### src/rtl/cacheline_adaptor.sv
// Purpose : bridges a 256-bit cacheline pmem port onto a 4-beat x 64-bit DRAM burst port.
// Latency : request sampled in IDLE, beats follow from the next cycle, pmem_resp one cycle after the last beat.
// Backpressure: DRAM stalls by holding mem_resp low; the cache holds pmem_read/pmem_write until pmem_resp.
//
// Ports:
//   clk, rst                 single rising-edge clock, synchronous active-high reset
//   pmem_read/pmem_write     line requests from the cache (write wins if both are high)
//   pmem_address/pmem_wdata  line address (offset bits ignored) and write line
//   pmem_rdata/pmem_resp     read line and one-cycle completion pulse
//   mem_read/mem_write       DRAM burst strobes, held for the whole burst
//   mem_address              line-aligned burst address
//   mem_wdata/mem_rdata      current write/read beat
//   mem_resp                 DRAM beat handshake, one beat per high cycle
module cacheline_adaptor #(
    parameter int LINE_WIDTH  = 256,
    parameter int BURST_WIDTH = 64
) (
    input  logic                   clk,
    input  logic                   rst,
    input  logic                   pmem_read,
    input  logic                   pmem_write,
    input  logic [31:0]            pmem_address,
    input  logic [LINE_WIDTH-1:0]  pmem_wdata,
    output logic [LINE_WIDTH-1:0]  pmem_rdata,
    output logic                   pmem_resp,
    output logic                   mem_read,
    output logic                   mem_write,
    output logic [31:0]            mem_address,
    output logic [BURST_WIDTH-1:0] mem_wdata,
    input  logic [BURST_WIDTH-1:0] mem_rdata,
    input  logic                   mem_resp
);

    localparam int BEATS    = LINE_WIDTH / BURST_WIDTH;
    localparam int CNT_W    = (BEATS > 1) ? $clog2(BEATS) : 1;
    localparam int OFFSET_W = $clog2(LINE_WIDTH / 8);
    localparam logic [CNT_W-1:0] LAST_BEAT = CNT_W'(BEATS - 1);

    typedef enum logic [1:0] {
        IDLE  = 2'd0,
        READ  = 2'd1,
        WRITE = 2'd2,
        DONE  = 2'd3
    } state_t;

    state_t                  state;
    logic [CNT_W-1:0]        beat_cnt;
    logic [LINE_WIDTH-1:0]   wdata_q;

    // Offset bits inside the line never reach DRAM; bursts are always line aligned.
    logic unused_addr_bits;
    assign unused_addr_bits = ^pmem_address[OFFSET_W-1:0];

    // Read beats land directly in pmem_rdata, so it doubles as the line buffer and
    // keeps the previous line until the next read's first beat overwrites slice 0.
    always_ff @(posedge clk) begin
        if (rst) begin
            state       <= IDLE;
            beat_cnt    <= '0;
            wdata_q     <= '0;
            pmem_rdata  <= '0;
            pmem_resp   <= 1'b0;
            mem_read    <= 1'b0;
            mem_write   <= 1'b0;
            mem_address <= '0;
        end else begin
            unique case (state)
                IDLE: begin
                    if (pmem_write) begin
                        mem_address <= {pmem_address[31:OFFSET_W], {OFFSET_W{1'b0}}};
                        wdata_q     <= pmem_wdata;
                        mem_write   <= 1'b1;
                        state       <= WRITE;
                    end else if (pmem_read) begin
                        mem_address <= {pmem_address[31:OFFSET_W], {OFFSET_W{1'b0}}};
                        mem_read    <= 1'b1;
                        state       <= READ;
                    end
                end

                READ: begin
                    if (mem_resp) begin
                        pmem_rdata[int'(beat_cnt) * BURST_WIDTH +: BURST_WIDTH] <= mem_rdata;
                        beat_cnt <= beat_cnt + 1'b1;
                        if (beat_cnt == LAST_BEAT) begin
                            mem_read  <= 1'b0;
                            pmem_resp <= 1'b1;
                            state     <= DONE;
                        end
                    end
                end

                WRITE: begin
                    if (mem_resp) begin
                        beat_cnt <= beat_cnt + 1'b1;
                        if (beat_cnt == LAST_BEAT) begin
                            mem_write <= 1'b0;
                            pmem_resp <= 1'b1;
                            state     <= DONE;
                        end
                    end
                end

                DONE: begin
                    // No request sampling here: a request still held from the
                    // finished transaction must not launch a duplicate burst.
                    pmem_resp <= 1'b0;
                    beat_cnt  <= '0;
                    state     <= IDLE;
                end

                default: state <= IDLE;
            endcase
        end
    end

    // Write beat follows the counter combinationally so each mem_resp advances to the next slice.
    always_comb begin
        mem_wdata = '0;
        if (state == WRITE) begin
            mem_wdata = wdata_q[int'(beat_cnt) * BURST_WIDTH +: BURST_WIDTH];
        end
    end

endmodule

### config.mk
export PLATFORM = sky130hd
export DESIGN_NAME = cacheline_adaptor
export DESIGN_NICKNAME = d
export VERILOG_FILES = /design/src/rtl/cacheline_adaptor.sv
export SDC_FILE = /design/constraint.sdc
export NUM_CORES = 1
export LEC_CHECK = 0
export CORE_AREA = 4 4 277 279
export CTS_BUF_LIST = sky130_fd_sc_hd__clkbuf_4 sky130_fd_sc_hd__clkbuf_8
export CTS_CLUSTER_SIZE = 24
export DETAILED_ROUTE_END_ITERATION = 10
export DIE_AREA = 0 0 281 283
export PLACE_DENSITY = 0.57
export SLEW_MARGIN = 0
export SYNTH_ARGS = -nofsm -noshare
export SYNTH_HDL_FRONTEND = slang
export SYNTH_SLANG_ARGS = --single-unit
### constraint.sdc
create_clock -name clk -period 3.95 [get_ports clk]
set_input_delay 0.5925 -clock clk [delete_from_list [all_inputs] [get_ports clk]]
set_output_delay 0.5925 -clock clk [all_outputs]
set_load 0.005 [all_outputs]
# Word-level counts from Yosys, hierarchy flattened

Cells that the tools add are included.

Output and inout port bits: 355
Word-level logic and storage cells: 62
Register bits after elaboration: 551
Input port bits: 357

Eq/ne operators: 14
Add/subtract/negate cells: 2
Shifts and indexed selects: 3
Reductions and logical operators: 14
Mux-type cells: 21

Operators by type and width:

| cell                                                     | number |
|---|---|
| bitwise mux 256 bit                                      | 1 |
| variable shift 64 x 33 -> 256 bit (first input constant) | 1 |
| variable part select 256 x 9 -> 64 bit                   | 1 |
| variable part select 64 x 33 -> 256 bit                  | 1 |
| 2-to-1 mux 32 bit                                        | 2 |
| 2-to-1 mux 64 bit                                        | 1 |
| negation 8 -> 33 bit                                     | 1 |
| != test 2 bit (second input constant)                    | 7 |
| 2-to-1 mux 2 bit                                         | 5 |
| AND reduction 2 bit                                      | 4 |
| nonzero test 2 bit                                       | 4 |
| 2-to-1 mux 1 bit                                         | 7 |
| == test 2 bit (second input constant)                    | 3 |
| one-hot mux 1 bit (2 select lines)                       | 3 |
| one-hot mux 2 bit (3 select lines)                       | 1 |
| AND reduction 3 bit                                      | 2 |
| AND reduction 5 bit                                      | 1 |
| != test 2 x 1 -> 1 bit (second input constant)           | 2 |
| one-hot mux 2 bit (2 select lines)                       | 1 |
| AND reduction 4 bit                                      | 1 |
| != test 3 bit (second input constant)                    | 1 |
| adder 2 x 1 -> 2 bit (second input constant)             | 1 |
| == test 2 x 1 -> 1 bit (second input constant)           | 1 |
| zero test 2 bit                                          | 1 |
| OR reduction 2 bit                                       | 1 |

# Logic depth before layout (Yosys ltp)

Depth in word-level cells: 4
Mapped depth: 9
Gate-level depth less buffers: 5

# Least setup slack after synthesis

OpenSTA, ideal clock, no wires.

Path kind: register to register
From: register beat_cnt[1]
To: register pmem_rdata[194]
Slack: 1389 ps
Stages on the path, launching flop included: 9
Period minus slack after synthesis: 2561 ps
Setup time: 60 ps
Arrival: 2502 ps
Buffers on the path: 3
Cell sequence: dfxtp_1 buf_2 buf_1 inv_1 ha_1 or4b_4 nor3_4 buf_6 a22o_1

Cells in the longest elaborated chain, start to end: 3

Ends and longest elaborated chain:

| what                                                                                                | line | source |
|---|---|---|
| start: declaration                                                                                  | 47   | `logic [CNT_W-1:0] beat_cnt;` |
| start signal: assignment                                                                            | 84   | `beat_cnt <= beat_cnt + 1'b1;` |
| start signal: assignment                                                                            | 95   | `beat_cnt <= beat_cnt + 1'b1;` |
| negation 8 -> 33 bit *                                                                              | 83   | `pmem_rdata[int'(beat_cnt) * BURST_WIDTH +: BURST_WIDTH] <= mem_rdata;` |
| variable part select 64 x 33 -> 256 bit / variable shift 64 x 33 -> 256 bit (equally long branches) | 83   |  |
| bitwise mux 256 bit *                                                                               | 83   |  |
| end signal: indexed assignment                                                                      | 83   |  |
| end: declaration                                                                                    | 24   | `output logic [LINE_WIDTH-1:0] pmem_rdata,` |

Every way passes the cells marked *; elsewhere a longest branch is shown, timed or not.
A chain may end at the register's enable or synchronous reset.

# Final worst setup path

From: register beat_cnt[0]
To: output port mem_wdata[22]

Cells in the longest elaborated chain, start to end: 2

Ends and longest elaborated chain:

| what                                   | line | source |
|---|---|---|
| variable part select 256 x 9 -> 64 bit | 121  | `mem_wdata = wdata_q[int'(beat_cnt) * BURST_WIDTH +: BURST_WIDTH];` |
| 2-to-1 mux 64 bit                      | 120  | `if (state == WRITE) begin` |
| end: declaration                       | 29   | `output logic [BURST_WIDTH-1:0] mem_wdata,` |

Every way passes these cells.

==> flow_summary.json <==
{
  "synth_area_leader_cell": "dfxtp_1",
  "clk_pin_slew_ns": 0.06,
  "dr.pass1.iters": 5,
  "rows": 100,
  "drive_above_1_share_pct": 9.847,
  "grt_max_degree": 169,
  "place_ws_ns": 0.7465,
  "wire_per_inst_um": 20.69,
  "synthCells": 2181,
  "critPathArrivalTime_ns": 2.93,
  "final_common_cell": "clkdlybuf4s50_1",
  "grtUsageTotal_pct": 18.94,
  "crit_fanout": 23,
  "path_class": "flip-flop to primary output",
  "timing.final.crit_share_pct": 89.11,
  "syn-cell-area_um2": 20420,
  "grt_pass1_wl_um": 117900,
  "fin_area_um2": 30390,
  "core_area_um2": 74200,
  "crit_required_ns": 3.36,
  "ys_seq_area_share_pct": 53.54,
  "leakagePower_nw": 10.82,
  "use_met2_pct": 32.66,
  "hold_viol_final": 0,
  "grtUsageMet3_pct": 5.360,
  "synth_top_area_share_pct": 53.54,
  "power-per-cell-area_nw_per_um2": 519.1,
  "rsz0062_at_grt": "no",
  "cts_hold_buf": 0,
  "chipWidth_um": 281,
  "r2r_cells": 7,
  "synth_warnings": 0,
  "fmax_mhz": 284.1,
  "viasPerCell": 4.911,
  "skew_ns": 0.05556,
  "cts_root_buffer": "clkbuf_8",
  "gr-total-overflow": 0,
  "initial_core_util_pct": 27.52,
  "fin_util_pct": 40.95,
  "dp_hpwl_um": 56040,
  "ff2ff_setup_slack_ns": 0.87,
  "ys_seq_elements": 546,
  "slew_headroom_pct": 28.76,
  "nets": 3180,
  "peakVddDrop_mv": 0.2496,
  "numCtsBuffers": 93,
  "gp_congestion": 0.8336,
  "path_depth": 4,
  "critPathSlowestCell": "dfxtp_4",
  "routed_wl_um": 80000,
  "syn_to_final_growth_pct": 48.83,
  "ant_nets": 0,
  "busiest_layer": "met2",
  "drv_slew": 0,
  "critPathCaptureType": "primary output",
  "clk_path_buf_depth": 3,
  "grt_use_met1_pct": 21.75,
  "drc_errors": 0,
  "path_buf_inv": 2,
  "synth.area.top_cells": "dfxtp_1 54%, nand2_1 12%, a21oi_1 8.6%, mux4_2 7.1%, a32o_1 5.3%",
  "cap_violations": 0,
  "die_h_um": 283,
  "worst_slack_ns": 0.4302,
  "portBuffers": 701,
  "placed_cell_area_um2": 28260,
  "most-common-layout-cells": "700 x clkdlybuf4s50_1, 635 x nand2_1, 544 x dfxtp_1",
  "cts_tree": "done",
  "setup_viol": 0,
  "htree_levels": 3,
  "antenna_found_initial": 19,
  "vias": 18989,
  "hold_path_class": "input pin to flip-flop",
  "grt_pass1_vias": 19177,
  "crit_chain": "buf_4 -> mux4_2 -> and2_1 -> clkdlybuf4s50_1",
  "hold_depth": 2,
  "period_needed_ns": 3.520,
  "cts.sinks": 546,
  "ys_types": 38,
  "status": "finished, final reports clean",
  "pin_count": 712,
  "tns_ns": 0,
  "syn_avg_cell_area_um2": 9.361,
  "critical_path.top_delay_family": "buffers and inverters",
  "cts.repair.resized": 0,
  "insertion_delay_ns": 0.71,
  "start_kind": "flip-flop",
  "die_area_um2": 79520,
  "drt_iter0_markers": 1098,
  "worstMarginPinSlew_ns": 1.069,
  "max_stage_delay_ns": 0.73
}
[cell families after synthesis]
| kind of cell | count (synthesis) | share of synthesized area, % |
|---|---|---|
| compound gates | 558 | 18.01 |
| fa+ha+maj | 11 | 0.6741 |
| buf+inv | 209 | 4.498 |
| flops | 546 | 53.54 |
| mux | 65 | 7.109 |
| other cells | 1 | 0.01837 |
| simple gates | 791 | 16.15 |
[registers in the layout, indices dropped and copies added (netlist names)]
| signal | cells |
|---|---|
| pmem_resp | 1 |
| mem_address | 27 |
| pmem_rdata | 256 |
| state | 2 |
| mem_write | 1 |
| mem_read | 1 |
| beat_cnt | 2 |
| wdata_q | 256 |
[routing by layer]
layer / vias to the layer above / wire (um)
met5: - / 54
met4: 8 / 3338
met3: 174 / 6442
met2: 729 / 38980
met1: 9181 / 31190
li1: 8897 / -
[path summary, 6_finish.rpt]
check	from	endpoint
setup / recovery	beat_cnt[0]	mem_wdata[22]
hold / removal	rst	pmem_rdata[139]
setup reg to reg	beat_cnt[0]	pmem_rdata[247]
hold reg to reg	pmem_rdata[139]	pmem_rdata[139]
[layout make-up]
| cell class | count | area [um2] |
|---|---|---|
| fill | 7287 | 43810 |
| tap | 969 | 1212 |
| antenna | 14 | 35.03 |
| clock buffer | 143 | 1837 |
| timing repair buffer | 734 | 7432 |
| sequential | 546 | 10940 |
| clock inverter | 24 | 239.0 |
| inverter | 7 | 27.53 |
| multi-input combinational | 1430 | 8666 |
[synth_stat cells]
| cell | count |
|---|---|
| nand2_1 | 636 |
| dfxtp_1 | 546 |
| a21oi_1 | 351 |
| clkbuf_1 | 129 |
| a32o_1 | 109 |
| a22o_1 | 83 |
| nand3_1 | 68 |
| and2_1 | 65 |
| mux4_2 | 64 |
| buf_2 | 35 |
| buf_1 | 18 |
| buf_4 | 16 |
| ha_1 | 11 |
| inv_1 | 7 |
| nor2_1 | 5 |
| buf_6 | 4 |
| o21ai_0 | 4 |
| a31oi_1 | 3 |
| nor2b_1 | 3 |
| nand2b_1 | 2 |
| nand4b_1 | 2 |
| nor3b_1 | 2 |
| nor4b_1 | 2 |
| o21a_1 | 2 |
| a211o_1 | 1 |
| a21boi_0 | 1 |
| and3_1 | 1 |
| conb_1 | 1 |
| mux2i_1 | 1 |
| nand4bb_1 | 1 |
| nor3_4 | 1 |
| nor4bb_1 | 1 |
| o21ai_1 | 1 |
| o311a_1 | 1 |
| o311ai_0 | 1 |
| o31a_1 | 1 |
| or3_1 | 1 |
| or4b_4 | 1 |
[stage by stage]
| step | cells | power [mW] | hold slack, ns |
|---|---|---|---|
| after floorplan | 2185 | 8.680 | 0.4331 |
| after global placement | 3685 | 10.29 | 0.4388 |
| after detailed placement | 3685 | 10.38 | 0.4426 |
| after CTS | 3852 | 16.01 | 0.3357 |
| after global routing | 3866 | 16.63 | 0.3888 |
| final | 3867 | 15.77 | 0.4221 |
[worst reg2reg max path: stages, from the launching register on]
cell and delay (ns):
dfxtp_4 0.73, buf_12 0.28, inv_1 0.10, ha_1 0.37
or4b_4 0.56, nor3_4 0.17, buf_4 0.48, a22o_1 0.32
[repair_timing]
action                                  in CTS  in global routing
endpoints found under the hold margin        0                  0
buffers inserted                             0                  1
endpoints found under the setup margin       0                 19
[where the power goes]
| group | internal, mW | switching [mW] |
|---|---|---|
| clock network | 3.13 | 2.42 |
| logic | 1.69 | 2.01 |
| registers | 6.13 | 0.395 |
Power figures use the tool's default switching activity.
